`src/rtl/abr_be_ram_arb.sv`:
```
// Two-requester round-robin arbiter for a 1R1W byte-enable RAM, with a zeroize sweep.
// Optional same-address write-to-read forwarding under ABR_RAM_ARB_BYPASS_EN.
module abr_be_ram_arb #(
   parameter int DEPTH        = 64,
   parameter int DATA_WIDTH   = 32,
   parameter int STROBE_WIDTH = 8,
   localparam int NUM_COL     = DATA_WIDTH / STROBE_WIDTH,
   localparam int ADDR_WIDTH  = $clog2(DEPTH)
) (
   input  logic                                clk_i,
   input  logic                                rst_i,
   input  logic                                zeroize_i,
   output logic                                busy_o,
   input  logic [1:0]                          wr_req_i,
   output logic [1:0]                          wr_gnt_o,
   input  logic [1:0][NUM_COL-1:0]             wr_strobe_i,
   input  logic [1:0][ADDR_WIDTH-1:0]          wr_addr_i,
   input  logic [1:0][DATA_WIDTH-1:0]          wr_data_i,
   input  logic [1:0]                          rd_req_i,
   output logic [1:0]                          rd_gnt_o,
   input  logic [1:0][ADDR_WIDTH-1:0]          rd_addr_i,
   output logic [1:0]                          rd_valid_o,
   output logic [DATA_WIDTH-1:0]               rd_data_o,
   output logic                                ram_we_o,
   output logic [NUM_COL-1:0]                  ram_wstrobe_o,
   output logic [ADDR_WIDTH-1:0]               ram_waddr_o,
   output logic [DATA_WIDTH-1:0]               ram_wdata_o,
   output logic                                ram_re_o,
   output logic [ADDR_WIDTH-1:0]               ram_raddr_o,
   input  logic [DATA_WIDTH-1:0]               ram_rdata_i
);

   typedef enum logic {IDLE, CLEAR} state_e;

   localparam logic [ADDR_WIDTH-1:0] LAST_ADDR = ADDR_WIDTH'(DEPTH - 1);

   state_e                  state_q, state_d;
   logic [ADDR_WIDTH-1:0]   cnt_q, cnt_d;
   logic                    busy_q;
   logic                    wr_ptr_q, rd_ptr_q;
   logic [1:0]              wr_gnt, rd_gnt;
   logic [1:0]              rd_vld_q;
   logic [DATA_WIDTH-1:0]   rd_hold_q;
   logic [DATA_WIDTH-1:0]   rd_merge;

   // Tie goes to the pointer side; a lone requester simply wins.
   function automatic logic [1:0] rr_pick(input logic [1:0] req, input logic ptr);
      if (&req) return ptr ? 2'b10 : 2'b01;
      return req;
   endfunction

   always_comb begin
      state_d       = state_q;
      cnt_d         = cnt_q;
      wr_gnt        = '0;
      rd_gnt        = '0;
      ram_we_o      = 1'b0;
      ram_wstrobe_o = '0;
      ram_waddr_o   = '0;
      ram_wdata_o   = '0;
      ram_re_o      = 1'b0;
      ram_raddr_o   = '0;
      if (!rst_i) begin
         case (state_q)
            IDLE: begin
               wr_gnt = rr_pick(wr_req_i, wr_ptr_q);
               rd_gnt = rr_pick(rd_req_i, rd_ptr_q);
               if (|wr_gnt) begin
                  ram_we_o      = 1'b1;
                  ram_wstrobe_o = wr_strobe_i[wr_gnt[1]];
                  ram_waddr_o   = wr_addr_i[wr_gnt[1]];
                  ram_wdata_o   = wr_data_i[wr_gnt[1]];
               end
               if (|rd_gnt) begin
                  ram_re_o    = 1'b1;
                  ram_raddr_o = rd_addr_i[rd_gnt[1]];
               end
               if (zeroize_i) begin
                  state_d = CLEAR;
                  cnt_d   = '0;
               end
            end
            CLEAR: begin
               ram_we_o      = 1'b1;
               ram_wstrobe_o = '1;
               ram_waddr_o   = cnt_q;
               if (zeroize_i) begin
                  cnt_d = '0;
               end else if (cnt_q == LAST_ADDR) begin
                  state_d = IDLE;
                  cnt_d   = '0;
               end else begin
                  cnt_d = cnt_q + ADDR_WIDTH'(1);
               end
            end
            default: state_d = IDLE;
         endcase
      end
   end

   always_ff @(posedge clk_i) begin
      if (rst_i) begin
         state_q  <= IDLE;
         cnt_q    <= '0;
         busy_q   <= 1'b0;
         wr_ptr_q <= 1'b0;
         rd_ptr_q <= 1'b0;
         rd_vld_q <= '0;
      end else begin
         state_q  <= state_d;
         cnt_q    <= cnt_d;
         busy_q   <= (state_d == CLEAR);
         rd_vld_q <= rd_gnt;
         // Pointer moves to the side that was not granted.
         if (|wr_gnt) wr_ptr_q <= wr_gnt[0];
         if (|rd_gnt) rd_ptr_q <= rd_gnt[0];
      end
   end

`ifdef ABR_RAM_ARB_BYPASS_EN
   logic                  byp_vld_q;
   logic [NUM_COL-1:0]    byp_strb_q;
   logic [DATA_WIDTH-1:0] byp_data_q;

   always_ff @(posedge clk_i) begin
      if (rst_i) begin
         byp_vld_q  <= 1'b0;
         byp_strb_q <= '0;
         byp_data_q <= '0;
      end else begin
         byp_vld_q  <= (|wr_gnt) && (|rd_gnt) && (ram_waddr_o == ram_raddr_o);
         byp_strb_q <= ram_wstrobe_o;
         byp_data_q <= ram_wdata_o;
      end
   end

   for (genvar c = 0; c < NUM_COL; c++) begin : g_lane
      assign rd_merge[c*STROBE_WIDTH +: STROBE_WIDTH] = (byp_vld_q && byp_strb_q[c]) ?
             byp_data_q[c*STROBE_WIDTH +: STROBE_WIDTH] : ram_rdata_i[c*STROBE_WIDTH +: STROBE_WIDTH];
   end
`else
   assign rd_merge = ram_rdata_i;
`endif

   always_ff @(posedge clk_i) begin
      if (rst_i)          rd_hold_q <= '0;
      else if (|rd_vld_q) rd_hold_q <= rd_merge;
   end

   assign rd_data_o  = (|rd_vld_q) ? rd_merge : rd_hold_q;
   assign rd_valid_o = rd_vld_q;
   assign busy_o     = busy_q;
   assign wr_gnt_o   = wr_gnt;
   assign rd_gnt_o   = rd_gnt;

endmodule
```
`config.mk`:
```
export PLATFORM = sky130hd
export DESIGN_NAME = abr_be_ram_arb
export DESIGN_NICKNAME = d
export VERILOG_FILES = /design/src/rtl/abr_be_ram_arb.sv
export SDC_FILE = /design/constraint.sdc
export NUM_CORES = 1
export LEC_CHECK = 0
export CAP_MARGIN = 20
export CORE_UTILIZATION = 25
export DETAILED_ROUTE_END_ITERATION = 16
export GPL_ROUTABILITY_DRIVEN = 0
export HOLD_SLACK_MARGIN = 0.06
export PLACE_DENSITY = 0.76
export SYNTH_ARGS = -nofsm -noshare
export SYNTH_HDL_FRONTEND = slang
export SYNTH_SLANG_ARGS = --single-unit
export TNS_END_PERCENT = 5
```
`constraint.sdc`:
```
create_clock -name clk_i -period 1.4 [get_ports clk_i]
set_clock_uncertainty 0.2 [all_clocks]
set_input_delay 0.28 -clock clk_i [delete_from_list [all_inputs] [get_ports clk_i]]
set_output_delay 0.28 -clock clk_i [all_outputs]
set_load 0.01 [all_outputs]
```
# [Yosys cells after proc, flatten, opt, wreduce, memory -nomap -nowiden]
# Index checks and enable logic that the tools add are counted.
[totals] ff_bits=43 inputBits=135 out_inout_bits=89
[classes] add_sub_neg=1 order_cmp=2 n_eq_ne=2 mux=55 bitwise=1 reduce_logical=7
[op_table] cell="32-bit 2-to-1 mux" n=6
[op_table] cell="6-bit 2-to-1 mux" n=12
[op_table] cell="2-bit 2-to-1 mux" n=14
[op_table] cell="6-bit case mux with 2 select lines" n=2
[op_table] cell="4-bit 2-to-1 mux" n=4
[op_table] cell="1-bit 2-to-1 mux" n=14
[op_table] cell="2-bit OR reduction" n=5
[op_table] cell="4-bit case mux with 2 select lines" n=1
[op_table] cell="6-bit by 1-bit adder with 6-bit output (second input constant)" n=1
[op_table] cell="6-bit equality test (second input constant)" n=1
[op_table] cell="1-bit by 2-bit less-than comparator with 1-bit output (second input constant)" n=2
[op_table] cell="1-bit case mux with 2 select lines" n=2
[op_table] cell="2-bit AND reduction" n=2
[op_table] cell="2-bit inequality test (second input constant)" n=1
[op_table] cell="1-bit NOT" n=1

# [Depth between registers and ports, before layout]
# Gate-level depths: netlist of run 1.
[depth] depth_word=12 depth_mapped=5 depth_no_buf=4

# [Worst setup path before layout of run 1]
# Ideal clock, no wire load.
[synth_timing] path_kind="flip-flop to output port" from="register busy_o (netlist name)" to="output port ram_waddr_o[0]" arrival_ns=1.120 t_required_ns=0.920 setup_slack_ns=-0.200 path_stages_with_launch=4 n_path_buf=2 path_cell_list="dfxtp_1 buf_2 buf_2 a221oi_1"
[synth_lines] item="to (decl)" line_no="26" text="output logic [ADDR_WIDTH-1:0] ram_waddr_o,"

# [Final worst setup path of run 1]
[layout_timing] from="register wr_ptr_q" to="output port ram_wstrobe_o[2]"
[layout_between] elab_chain_cells=10 elab_cells_between_ends=11
[layout_lines] item="from (decl)" line_no="40" text="logic wr_ptr_q, rd_ptr_q;"
[layout_lines] item="from (signal assigned)" line_no="115" text="if (|wr_gnt) wr_ptr_q <= wr_gnt[0];"
[layout_lines] item="2-bit 2-to-1 mux (*) (2 in a row)" line_no="48" text="if (&req) return ptr ? 2'b10 : 2'b01;"
[layout_lines] item="2-bit 2-to-1 mux (*)" line_no="49" text="return req;"
[layout_lines] item="2-bit 2-to-1 mux (*)" line_no="64" text="case (state_q)"
[layout_lines] item="2-bit 2-to-1 mux (*)" line_no="63" text="if (!rst_i) begin"
[layout_lines] item="4-bit 2-to-1 mux (not written as such) (2 in a row)" line_no="70" text="ram_wstrobe_o = wr_strobe_i[wr_gnt[1]];"
[layout_lines] item="4-bit 2-to-1 mux (*)" line_no="68" text="if (|wr_gnt) begin"
[layout_lines] item="4-bit case mux with 2 select lines (*)" line_no="64"
[layout_lines] item="4-bit 2-to-1 mux (*)" line_no="63"
[layout_lines] item="to (decl)" line_no="25" text="output logic [NUM_COL-1:0] ram_wstrobe_o,"
# Every way passes the cells marked *; elsewhere a longest branch is shown, timed or not. The select of a mux whose other input is x is not followed.

==> flow_metrics.env, run 1 <==
export IMPL_dpl_hpwl_um=8510
export IMPL_synth_top_area_cell="dfxtp_1"
export IMPL_grt_max_degree=33
export IMPL_multi_input_area_mm2=0.00209
export IMPL_final_util_pct=56.7
export IMPL_die_height_um=105
export IMPL_fin_tns_setup_ps=-50630
export IMPL_endpoint_kind="output pin"
export IMPL_switching_share_pct=30.6
export IMPL_syn_cell_area_mm2=0.00267
export IMPL_synthArstFlopShare_pct=0
export IMPL_met3_usage_pct=5.19
export IMPL_powerDensity_mw_per_mm2=674
export IMPL_fmax_mhz=491
export IMPL_postCtsHoldBufs=0
export IMPL_gr_max_usage_layer="met2"
export IMPL_slew_headroom_pct=73.1
export IMPL_core_area_mm2=0.0103
export IMPL_setup_violations=122
export IMPL_yosys_warnings=0
export IMPL_wl_per_cell_um=16.5
export IMPL_arrival_ps=1560
export IMPL_r2r_start="busy_o"
export IMPL_synthFlopType="dfxtp_1"
export IMPL_syn_to_final_growth_pct=119
export IMPL_syn_nets=473
export IMPL_clk_latency_ps=290
export IMPL_r2r_end="wr_ptr_q"
export IMPL_synth_edf_count=0
export IMPL_grt_pass1_vias=3691
export IMPL_seq_area_um2=870
export IMPL_grtUsageMet1_pct=22.8
export IMPL_post_route_min_period_ps=2040
export IMPL_crit_type="flip-flop to output pin"
export IMPL_htreeDepth=2
export IMPL_initial_core_util_pct=25.9
export IMPL_grt_met2_usage_pct=38.3
export IMPL_row_count=37
export IMPL_pwr_share_clk_pct=19.3
export IMPL_intPower_w=0.00274
export IMPL_drtAntennaViolNets=0
export IMPL_die_w_um=105
export IMPL_ys_seq_area_share_pct=32.2
export IMPL_p_leak_nw=2.50
export IMPL_rsz0062_at_grt="yes"
export IMPL_reg2reg_depth=5
export IMPL_seqPwrFrac_pct=33.5
export IMPL_layout_drive_gt1_share_pct=44.0
export IMPL_hp_class="input port to flip-flop"
export IMPL_synth_top_area_share_pct=32.2
export IMPL_ys_top_cells_by_area="dfxtp_1, mux2_2, a21oi_1, nor2b_1, o21ai_0"
export IMPL_firstDrtPassIters=4
export IMPL_gr_total_overflow=0
export IMPL_io_buffer_count=223
export IMPL_p_comb_share_pct=47.1
export IMPL_dp_cells=702
export IMPL_synth_seq_cells=43
export IMPL_critPathMaxFanout=7
export IMPL_min_to="rd_valid_o[0]"
export IMPL_drt_iter0_markers=100
export IMPL_path_clk_slew_ps=80
export IMPL_vias=3553
export IMPL_violations="negative setup slack"
export IMPL_fin_nets=723
export IMPL_outcome="complete, but fails checks"
export IMPL_routed_wirelength_um=11900
export IMPL_cts_root_buf="clkbuf_8"
export IMPL_holdWs_ps=276
export IMPL_ios=224
export IMPL_synthCells=337
export IMPL_clockBufferDepth=2
export IMPL_grt_pass1_wl_um=18300
export IMPL_fillers=912
export IMPL_layout_cells_non_filler=724
export IMPL_numCtsBuffers=5
export IMPL_synth_common_cells="a21oi_1, dfxtp_1, o21ai_0"
export IMPL_antenna_found_initial=0
export IMPL_hold_viol=0
export IMPL_ir_drop_uv=414
export IMPL_postSynthAreaPerCell_um2=7.93
export IMPL_insertedDiodeCount=0
export IMPL_worstHoldPathCells=4
export IMPL_min_period_over_period_pct=145
export IMPL_worstPathRequired_ps=920
export IMPL_track_usage_pct=20.4
export IMPL_drv_slew=0
export IMPL_r2r_setup_slack_ps=-190
export IMPL_p_sw_w=0.00121
export IMPL_yosysMostFrequentCell="a21oi_1"
export IMPL_start_kind="flip-flop"
export IMPL_cts_tree="done"
export IMPL_cap_violations=0
export IMPL_max_slew_worst_pin_slew_ps=404
export IMPL_hp_start="rst_i"
export IMPL_die_area_mm2=0.0111
export IMPL_fin_ws_ps=-636
export IMPL_cts_sinks=43
export IMPL_drcViolationCount=0
export IMPL_total_power_w=0.00394
export IMPL_ys_types=37
export IMPL_routed_via_density=4.91
## power groups by stage
stage	clock network (W)	registers, W	logic, W
finish	0.000763	0.00132	0.00186
global route	0.000860	0.00133	0.00197
CTS	0.000798	0.00132	0.00173
detailed placement	0	0.00134	0.00163
global placement	0	0.00134	0.00160
floorplan	0	0.00134	0.000696
## logic make-up after synthesis
logic type / Yosys count / synth area share (%)
fa+ha+maj: 1 / 0.468
xor+xnor: 2 / 0.656
mux: 33 / 13.9
buf+inv: 43 / 7.58
flops: 43 / 32.2
compound gates: 111 / 23.5
simple gates: 104 / 21.7
## cell type report
class,instances,share of cell area [%]
inverters,9,0.577
clock inverters,2,0.214
multi-input cells,251,35.8
flip-flops and latches,43,14.9
repair buffers,277,44.4
clock buffers,6,1.24
well taps,136,2.91
## how the worst max path moves through the flow
stage                 from  slack [ps]               end
4_1_cts           wr_ptr_q        -640  ram_wstrobe_o[1]
3_5_place_dp   wr_req_i[0]       -1200  ram_wstrobe_o[2]
5_1_grt           wr_ptr_q        -710    ram_waddr_o[1]
3_3_place_gp   wr_req_i[0]       -1150    ram_waddr_o[3]
2_1_floorplan     wr_ptr_q        -130    ram_waddr_o[4]
6_report          wr_ptr_q        -640  ram_wstrobe_o[2]
## through the flow
stage	setup WS, ps	cell area [um2]
floorplan	-129	2890
finish	-636	5850
global placement	-1150	5460
global route	-711	5850
detailed placement	-1200	5460
CTS	-643	5640
## cells in the final DEF (no fill, tap or decap), types with 3 or more instances in the layout
cell type / Yosys / layout
a32oi_1: 6 / 4
dfxtp_1: 43 / 38
o21ai_1: 2 / 25
nand3_1: 33 / 27
nor2b_4: 0 / 3
dlygate4sd2_1: 0 / 4
inv_1: 9 / 9
a21oi_1: 49 / 16
a21oi_2: 0 / 33
o21ai_2: 0 / 6
clkbuf_8: 0 / 5
nor2_1: 6 / 5
o21ai_0: 39 / 8
nand3b_1: 6 / 6
mux2_4: 0 / 32
buf_6: 1 / 34
buf_2: 12 / 57
nand2_1: 9 / 8
dfxtp_2: 0 / 4
and3_1: 5 / 5
clkdlybuf4s50_1: 0 / 129
buf_4: 5 / 36
buf_12: 0 / 9
nand3_2: 0 / 6
nor2b_1: 32 / 29
buf_16: 0 / 4
## worst max-delay path, stage by stage (launching register included)
cell      delay, ps
dfxtp_4         370
nand2b_4        190
buf_12          150
buf_12          120
a32oi_2         210
a21oi_2          70
buf_2           160
## routing by layer
metal | wire length, um | vias to the layer above
li1 | - | 1711
met5 | 0 | -
met2 | 6270 | 153
met4 | 244 | 0
met1 | 4600 | 1667
met3 | 816 | 22
## timing repair
item	CTS	global route
buffers inserted	10	0
cloned	4	0
pin swaps	16	12
resized for setup	450	47
endpoints found under the setup margin	126	128
## sequential cells by signal, indices dropped and copies added, names as in the netlist
signal      cells
rd_hold_q      32
cnt_q           6
rd_valid_o      2
busy_o          1
rd_ptr_q        1
wr_ptr_q        1
(Power assumes the default switching activity.)
==> run 2: changes to the inputs <==
--- a/config.mk
+++ b/config.mk
@@ -7,6 +7,7 @@
 export LEC_CHECK = 0
 export CAP_MARGIN = 20
 export CORE_UTILIZATION = 25
+export CTS_CLUSTER_DIAMETER = 200
 export DETAILED_ROUTE_END_ITERATION = 16
 export GPL_ROUTABILITY_DRIVEN = 0
 export HOLD_SLACK_MARGIN = 0.06
==> results of run 2 <==
The final DEF is identical to that of run 1; final timing and power are the same.
==> run 3: changes to the inputs <==
--- a/config.mk
+++ b/config.mk
@@ -5,11 +5,12 @@
 export SDC_FILE = /design/constraint.sdc
 export NUM_CORES = 1
 export LEC_CHECK = 0
-export CAP_MARGIN = 20
+export CAP_MARGIN = 15
 export CORE_UTILIZATION = 25
 export CTS_CLUSTER_DIAMETER = 200
 export DETAILED_ROUTE_END_ITERATION = 16
 export GPL_ROUTABILITY_DRIVEN = 0
+export GPL_TIMING_DRIVEN = 0
 export HOLD_SLACK_MARGIN = 0.06
 export PLACE_DENSITY = 0.76
 export SYNTH_ARGS = -nofsm -noshare
==> run 3 against run 2 <==
  * Flip-flop and latch count did not move
  * Hold slack got worse by 3.3 ps
  * Clock power is 22% higher
  * Critical path depth is the same
  * Count of clock-buffer cells in the layout did not move
  * The flow still finishes with violations (negative setup slack)
  * Utilization down 0.21 points
  * Via count increased by 0.99%
  * Sequential share of layout area rose by 0.14 points
  * Maximum frequency fell by 0.60%
==> flow_metrics.env, run 3 (same netlist as run 1, synthesis figures left out) <==
export IMPL_slew_headroom_pct=67.4
export IMPL_clockBufferDepth=2
export IMPL_wl_per_cell_um=16.5
export IMPL_reg2reg_depth=5
export IMPL_violations="negative setup slack"
export IMPL_routed_via_density=4.98
export IMPL_die_height_um=105
export IMPL_layout_commonest_cell="clkdlybuf4s50_1"
export IMPL_track_usage_pct=20.1
export IMPL_hold_viol=0
export IMPL_cp_startpoint="wr_ptr_q"
export IMPL_grt_pass1_vias=3766
export IMPL_min_period_over_period_pct=146
export IMPL_cap_violations=0
export IMPL_fin_ws_ps=-649
export IMPL_vias=3588
export IMPL_dp_cells=695
export IMPL_largest_reg_flops=32
export IMPL_die_w_um=105
export IMPL_hp_class="flip-flop to flip-flop"
export IMPL_start_kind="flip-flop"
export IMPL_outcome="complete, but fails checks"
export IMPL_firstDrtPassIters=4
export IMPL_drt_iter0_markers=171
export IMPL_powerDensity_mw_per_mm2=702
export IMPL_grt_max_degree=13
export IMPL_row_count=37
export IMPL_met3_usage_pct=4.95
export IMPL_htreeDepth=2
export IMPL_ios=224
export IMPL_routed_wirelength_um=11900
export IMPL_grt_met2_usage_pct=39.9
export IMPL_io_buffer_count=222
export IMPL_gr_total_overflow=0
export IMPL_worstPathRequired_ps=920
export IMPL_drtAntennaViolNets=0
export IMPL_grtUsageMet1_pct=20.8
export IMPL_rsz0062_at_grt="yes"
export IMPL_holdWs_ps=273
export IMPL_fin_tns_setup_ps=-50720
export IMPL_seq_area_um2=875
export IMPL_crit_type="flip-flop to output pin"
export IMPL_drcViolationCount=0
export IMPL_max_slew_worst_pin_slew_ps=489
export IMPL_multi_input_area_mm2=0.00214
export IMPL_grt_pass1_wl_um=18100
export IMPL_gr_max_usage_layer="met2"
export IMPL_fillers=913
export IMPL_r2r_end="rd_hold_q[14]"
export IMPL_clk_latency_ps=290
export IMPL_final_util_pct=56.5
export IMPL_setup_violations=114
export IMPL_total_power_w=0.00409
export IMPL_antenna_found_initial=0
export IMPL_postCtsHoldBufs=0
export IMPL_critPathMaxFanout=5
export IMPL_r2r_setup_slack_ps=-140
export IMPL_syn_to_final_growth_pct=118
export IMPL_layout_cells_non_filler=721
export IMPL_fin_nets=721
export IMPL_layout_drive_gt1_share_pct=46.3
export IMPL_regMostFlops="rd_hold_q"
export IMPL_insertedDiodeCount=0
export IMPL_arrival_ps=1570
export IMPL_drv_slew=0
export IMPL_post_route_min_period_ps=2050
export IMPL_path_clk_slew_ps=80
export IMPL_dpl_hpwl_um=8660
export IMPL_core_area_mm2=0.0103
export IMPL_cts_sinks=43
export IMPL_cts_tree="done"
export IMPL_numCtsBuffers=5
export IMPL_die_area_mm2=0.0111
export IMPL_p_leak_nw=2.45
export IMPL_ir_drop_uv=540
export IMPL_endpoint_kind="output pin"
export IMPL_fmax_mhz=488
export IMPL_initial_core_util_pct=25.9
export IMPL_r2r_start="rd_valid_o[1]"
export IMPL_cts_root_buf="clkbuf_8"
export IMPL_layout_common_cells="clkdlybuf4s50_1, buf_2, dfxtp_1, buf_6"
export IMPL_endpoint="ram_wdata_o[13]"
-- run 3: changes by cell type in the layout (fill, tap and decap cells not counted), moves of 6 or more --
cell / previous run / this run
buf_12: 9 / 3
buf_2: 57 / 65
buf_4: 36 / 18
buf_8: 1 / 7
clkbuf_4: 0 / 6
o21ai_1: 25 / 5
o21ai_2: 6 / 23
o21ai_4: 2 / 9
-- run 3: area by class of cell --
cell class / instances / area share [%]
clock buffer: 6 / 1.24
multi-input combinational: 251 / 36.8
buffer: 32 / 6.05
inverter: 9 / 0.644
timing repair buffer: 243 / 36.9
clock inverter: 1 / 0.515
sequential: 43 / 15.0
tap: 136 / 2.92
-- run 3: per-stage QoR --
| step | cell area [um2] | setup slack, ps |
|---|---|---|
| after CTS | 5640 | -624 |
| after global routing | 5830 | -692 |
| final | 5830 | -649 |
| after global placement | 5280 | -1430 |
| after detailed placement | 5280 | -1460 |
| after floorplan | 2890 | -129 |
-- run 3: where the power goes --
part | switching, W | internal (W) | leakage [nW]
Combinational | 0.000775 | 0.00106 | 2.05
Sequential | 0.0000316 | 0.00129 | 0.355
Clock | 0.000407 | 0.000523 | 0.0513
Total | 0.00121 | 0.00288 | 2.45
-- run 3: worst min path at each step --
| stage | cells after the start | to | startpoint |
|---|---|---|---|
| global route | 2 | rd_valid_o[0] | rd_req_i[0] |
| global placement | 1 | wr_ptr_q | wr_ptr_q |
| floorplan | 2 | busy_o | zeroize_i |
| detailed placement | 1 | wr_ptr_q | wr_ptr_q |
| finish | 1 | cnt_q[0] | cnt_q[0] |
| CTS | 2 | rd_valid_o[0] | rd_req_i[0] |
-- run 3: worst max-delay path, cell delays in order (launching register included) --
cell,delay [ps]
dfxtp_4,370
and2b_2,260
buf_6,140
clkbuf_16,160
o21ai_4,140
a21oi_2,70
buf_2,150
-- run 3: metal layers --
metal,vias up,routed length (um)
met5,-,0
met4,0,167
met3,17,860
met2,168,6220
met1,1693,4630
li1,1710,-
-- run 3: repair_timing --
item                       in CTS  in global routing
pin swaps                      18                 15
hold endpoints to repair        0                  0
setup buffers                  11                  5
resized for setup             515                 60
gates cloned                    5                  0
setup endpoints to repair     128                123
